## src/rtl/event_capture_pkg.sv

```systemverilog
// Shared widths, types and the round-robin index helper for the one-hot event capture block.
package event_capture_pkg;

  localparam int NUM_LINES = 8;
  localparam int IDX_W     = 3;

  typedef logic [NUM_LINES-1:0] line_vec_t;
  typedef logic [IDX_W-1:0]     line_idx_t;

  // Eight lines fill the index width exactly, so the increment wraps 7 -> 0 on its own.
  function automatic line_idx_t rrNext(input line_idx_t idx);
    return idx + line_idx_t'(1);
  endfunction

endpackage

```

## src/rtl/debounce_line.sv

```systemverilog
// One input line: two-flop synchroniser, debounce counter and accepted level, with a
// single-cycle rise strobe in the cycle the accepted level flips from 0 to 1.
module debounce_line
  import event_capture_pkg::*;
#(
  parameter int DEBOUNCE_CYCLES = 4
) (
  input  logic clk,
  input  logic rst,
  input  logic raw_i,
  output logic stable_o,
  output logic rise_o
);

  localparam logic [7:0] LAST = 8'(DEBOUNCE_CYCLES - 1);

  logic       s1_q;
  logic       s2_q;
  logic       stable_q;
  logic       stable_d;
  logic [7:0] cnt_q;
  logic [7:0] cnt_d;
  logic       atLast;

  assign atLast = (cnt_q == LAST);

  // The counter only runs while the synchronised level disagrees with the accepted one.
  always_comb begin
    stable_d = stable_q;
    cnt_d    = '0;
    if (s2_q != stable_q) begin
      if (atLast) begin
        stable_d = s2_q;
      end else begin
        cnt_d = cnt_q + 8'd1;
      end
    end
  end

  always_ff @(posedge clk) begin
    if (rst) begin
      s1_q     <= 1'b0;
      s2_q     <= 1'b0;
      stable_q <= 1'b0;
      cnt_q    <= '0;
    end else begin
      s1_q     <= raw_i;
      s2_q     <= s1_q;
      stable_q <= stable_d;
      cnt_q    <= cnt_d;
    end
  end

  assign stable_o = stable_q;
  assign rise_o   = s2_q & ~stable_q & atLast;

endmodule

```

## src/rtl/onehot_event_capture_8.sv

```systemverilog
// Captures debounced rising edges on eight lines, queues one flag per line and releases
// them one at a time, round-robin, as a strictly one-hot word over valid/ready.
module onehot_event_capture_8
  import event_capture_pkg::*;
#(
  parameter int DEBOUNCE_CYCLES = 4
) (
  input  logic                 clk,
  input  logic                 rst,
  input  logic [NUM_LINES-1:0] raw_in,
  output logic [NUM_LINES-1:0] out_onehot,
  output logic                 out_valid,
  input  logic                 out_ready,
  output logic [NUM_LINES-1:0] pending,
  output logic [NUM_LINES-1:0] overrun
);

  line_vec_t rise;
  line_vec_t stableVec;
  line_vec_t pending_q;
  line_vec_t pending_d;
  line_vec_t overrun_q;
  line_vec_t overrun_d;
  line_vec_t outOnehot_q;
  line_vec_t outOnehot_d;
  line_vec_t clearMask;
  logic      outValid_q;
  logic      outValid_d;
  line_idx_t ptr_q;
  line_idx_t ptr_d;
  line_idx_t grantIdx;
  line_idx_t cand;
  logic      load;
  logic      transfer;
  logic      unusedStable;

  for (genvar g = 0; g < NUM_LINES; g++) begin : gLine
    debounce_line #(
      .DEBOUNCE_CYCLES(DEBOUNCE_CYCLES)
    ) uLine (
      .clk     (clk),
      .rst     (rst),
      .raw_i   (raw_in[g]),
      .stable_o(stableVec[g]),
      .rise_o  (rise[g])
    );
  end

  assign unusedStable = ^stableVec;

  // Scan from the farthest offset back to ptr so the nearest pending line wins.
  always_comb begin
    grantIdx = ptr_q;
    cand     = '0;
    for (int k = NUM_LINES - 1; k >= 0; k--) begin
      cand = ptr_q + line_idx_t'(k);
      if (pending_q[cand]) begin
        grantIdx = cand;
      end
    end
  end

  assign transfer = outValid_q & out_ready;
  assign load     = (~outValid_q | out_ready) & (|pending_q);

  // Loads only see last cycle's flags; a same-cycle rise is applied after the clear so the set wins.
  always_comb begin
    clearMask   = '0;
    outOnehot_d = outOnehot_q;
    outValid_d  = outValid_q;
    ptr_d       = ptr_q;
    if (load) begin
      clearMask[grantIdx] = 1'b1;
      outOnehot_d         = line_vec_t'(1) << grantIdx;
      outValid_d          = 1'b1;
      ptr_d               = rrNext(grantIdx);
    end else if (transfer) begin
      outOnehot_d = '0;
      outValid_d  = 1'b0;
    end
    pending_d = (pending_q & ~clearMask) | rise;
    overrun_d = rise & pending_q & ~clearMask;
  end

  always_ff @(posedge clk) begin
    if (rst) begin
      pending_q   <= '0;
      overrun_q   <= '0;
      outOnehot_q <= '0;
      outValid_q  <= 1'b0;
      ptr_q       <= '0;
    end else begin
      pending_q   <= pending_d;
      overrun_q   <= overrun_d;
      outOnehot_q <= outOnehot_d;
      outValid_q  <= outValid_d;
      ptr_q       <= ptr_d;
    end
  end

  assign out_onehot = outOnehot_q;
  assign out_valid  = outValid_q;
  assign pending    = pending_q;
  assign overrun    = overrun_q;

endmodule

```

## config.mk

```make
export PLATFORM = sky130hd
export DESIGN_NAME = onehot_event_capture_8
export DESIGN_NICKNAME = d
export VERILOG_FILES = /design/src/rtl/event_capture_pkg.sv /design/src/rtl/debounce_line.sv /design/src/rtl/onehot_event_capture_8.sv
export SDC_FILE = /design/constraint.sdc
export NUM_CORES = 1
export LEC_CHECK = 0
export CORE_MARGIN = 10
export CORE_UTILIZATION = 35
export CTS_BUF_LIST = sky130_fd_sc_hd__clkbuf_8
export DETAILED_ROUTE_END_ITERATION = 12
export SLEW_MARGIN = 20
export SYNTH_ARGS = -nofsm -noshare
export SYNTH_HDL_FRONTEND = slang
export SYNTH_HIERARCHICAL = 1
export SYNTH_SLANG_ARGS = --single-unit
```

## constraint.sdc

```tcl
create_clock -name clk -period 11.2 [get_ports clk]
set_input_delay 1.12 -clock clk [delete_from_list [all_inputs] [get_ports clk]]
set_output_delay 1.12 -clock clk [all_outputs]
set_load 0.01 [all_outputs]
```

==> impl_results.md <==
- Status: finished, final reports clean
- Die area: 23110 um^2
- Die width: 152.0 um
- Min Tclk post-route: 4.772 ns
- Final worst-path cycle share: 42.61%
- Worst-Skew Late Latency: 0.43 ns
- Dominant synthesized flop cell: dfxtp_1
- Hold Crit Class: reg -> reg
- Critical Path RT: 11.48 ns
- Final net count: 712
- CTS Buf Count: 17
- Fmax: 209.6 MHz
- Most frequent CP cell: ha_1
- Fillers: 1715
- Slew headroom: 44.37%
- CTS Buffer Depth: 2
- Register area share after synthesis: 38.07%
- CP cell instances: inv_1, ha_1, mux2_2, mux4_2, o32ai_4, a2111oi_1, or4_1, inv_6, nor3_4, ha_1, mux2i_1, nor2_1
- CP endpoint kind: register
- Setup Fix Bufs, Post-CTS: 0
- Clock Root Buffer: clkbuf_8
- Post-route DRC: 0
- Final Max Tran Viols: 0
- DR iter-0 viols: 324
- Port bufs: 35
- WS Path Type: reg -> reg
- Worst-margin pin slew: 0.8332 ns
- CTS tree: yes
- Post-Syn Instances: 646
- # rows: 48
- Final instance area: 7044 um^2
- Post-CTS Hold Fix Bufs: 0
- H-tree Lvls: 4
- Most common cell after layout, fill and taps aside: dfxtp_1
- GRT met3 Usage: 2.766%
- Seq cells post-synth: 116
- Antenna Violating Nets Remaining: 0
- GP Congestion: 0.8798
- Core Area: 17180 um^2
- Final setup viols: 0
- Post-Route Setup TNS: 0 ns
- Synth unique cells: 71
- Commonest non-fill, non-tap cells in the layout: 116 x dfxtp_1, 51 x nor2_1, 40 x nand2_1
- IO Pins: 36
- Clock-pin slew on the worst setup and hold paths: 0.07 ns
- Largest net degree at the start of global routing: 73
- Final wirelength: 14050 um
- Area Overhead vs Synth: 15.49%
- Power per Cell Area: 118.8 nW/um^2
- Nature of the critical path startpoint: register
- GRT busiest layer: met2
- Layout cell share with drive strength beyond 1: 12.84%
- EDFF count, synth: 0
- Initial Utilization: 35.51%
- CP max-delay cell: dfxtp_1
- Post-cts sizing count: 0
- RSZ-0062 raised after global routing: false
- CP arrival: 5.05 ns
- Worst hold slack: 0.4331 ns
- Worst vdd ir: 56.59 uV
- # diodes: 0
- Synth Cell Area: 6100 um^2
- Largest stage delay on the critical path: 0.86 ns
- Leakage: 2.335 nW
- DR WL/cell: 15.30 um
- Drt first pass iters: 5
- Vias: 5023
- First-pass GRT wire length: 23380 um
- Met1 usage: 13.82%
- Avg Synthesized Cell Area: 9.442 um^2
- Cell Area, Placed: 6623 um^2
- Vias in the first global route: 4835
- Initial antenna violation count: 0
- GRT Total Usage: 11.88%
- Die span in y: 152.0 um
- Dpl hpwl: 10070 um
- Syn. warnings: 6
- Grt total ovfl: 0
- Max FO, Critical Path: 23
- Synth Net Count: 678
- Clk_skew: 0.01441 ns
- Met2 Usage GRT: 20.07%
- Power after layout: 0.0008366 W
- Async set or reset register ratio after synthesis: 0%
- Vias/cell: 5.472
- Total of max-cap violations: 0
- Hold Vio Cnt, Final: 0
- Clk sink count: 116
==> cells in the mapped netlist, types with 9 or more instances <==
master / count / area share (%)
dfxtp_1: 116 / 38
nor2b_1: 22 / 2.3
nor4_1: 19 / 1.9
o31ai_1: 9 / 1.1
or4_1: 9 / 1.1
clkbuf_1: 11 / 0.68
xnor2_1: 9 / 1.3
mux2i_1: 12 / 2.0
nand3_1: 22 / 1.8
inv_1: 27 / 1.7
a21oi_1: 24 / 2.0
or3_1: 16 / 1.6
ha_1: 21 / 4.3
and2_1: 11 / 1.1
nor2_1: 51 / 3.1
xor2_1: 18 / 2.6
a211oi_1: 12 / 1.5
nor3_1: 26 / 2.1
o21ai_0: 21 / 1.7
nand2_1: 40 / 2.5
==> critical path, delay by kind of cell (launching register included) <==
family	cells	cell delay (ns)
AND/OR/NAND/NOR	3	0.90
AO/OA/AOI/OAI	2	0.35
flip-flops	1	0.86
adder cells (fa/ha/maj)	2	0.99
multiplexers	3	1.07
buffers and inverters	2	0.45
==> registers in the layout, summed over array words and instances, names as in the netlist <==
register and cells:
out_valid 1, gLine.uLine/s2_q 8, ptr_q 3, out_onehot 8
gLine.uLine/s1_q 8, overrun 8, gLine.uLine/cnt_q 64, gLine.uLine/stable_o 8
pending 8
==> where the power goes <==
group	leakage [nW]	switching [W]	internal [W]
sequential	0.938	0.00000175	0.000416
combinational	1.18	0.00000987	0.00000769
clock	0.220	0.000161	0.000240
==> layer usage <==
layer / wire length, um / part of all wire (%) / vias to the layer above
li1: - / - / 2480
met5: 0 / 0 / -
met3: 560 / 4.0 / 23
met4: 280 / 2.0 / 0
met1: 6281 / 45 / 2389
met2: 6927 / 49 / 131
==> cell families (layout without fill, tap and decap cells) <==
| group | Yosys count | in the layout | synth area share (%) |
|---|---|---|---|
| buf+inv | 52 | 99 | 3.938 |
| xor+xnor | 27 | 27 | 3.877 |
| flops | 116 | 116 | 38.07 |
| compound gates | 142 | 142 | 17.83 |
| fa+ha+maj | 21 | 21 | 4.308 |
| simple gates | 257 | 257 | 24.37 |
| mux | 31 | 31 | 7.610 |
==> worst paths after layout <==
check	from	end	slack [ns]	cells past startpoint
worst max-delay path	ptr_q[1]	ptr_q[2]	6.43	12
worst min-delay path	gLine[4].uLine/s1_q	gLine[4].uLine/s2_q	0.43	1
worst max register to register	ptr_q[1]	ptr_q[2]	6.43	12
worst min register to register	gLine[4].uLine/s1_q	gLine[4].uLine/s2_q	0.43	1
==> stage by stage <==
stage                     util [%]  cells  worst slack (ns)
after floorplan                  -    646             7.553
after global placement       38.56    886             6.603
after detailed placement     38.56    886             6.450
after CTS                    41.01    918             6.430
after global routing         41.01    918             6.171
final                        41.01    918             6.428
==> area by class of cell <==
| cell class | count | area [um^2] | area share, % |
|---|---|---|---|
| clock buffer | 21 | 289.0 | 4.103 |
| multi-input combinational | 478 | 3537 | 50.21 |
| clock inverter | 11 | 132.6 | 1.883 |
| tap | 225 | 281.5 | 3.996 |
| inverter | 29 | 113.9 | 1.616 |
| sequential | 116 | 2322 | 32.97 |
| timing repair buffer | 38 | 367.9 | 5.222 |
Note: power is estimated with default switching activity, not from simulation.
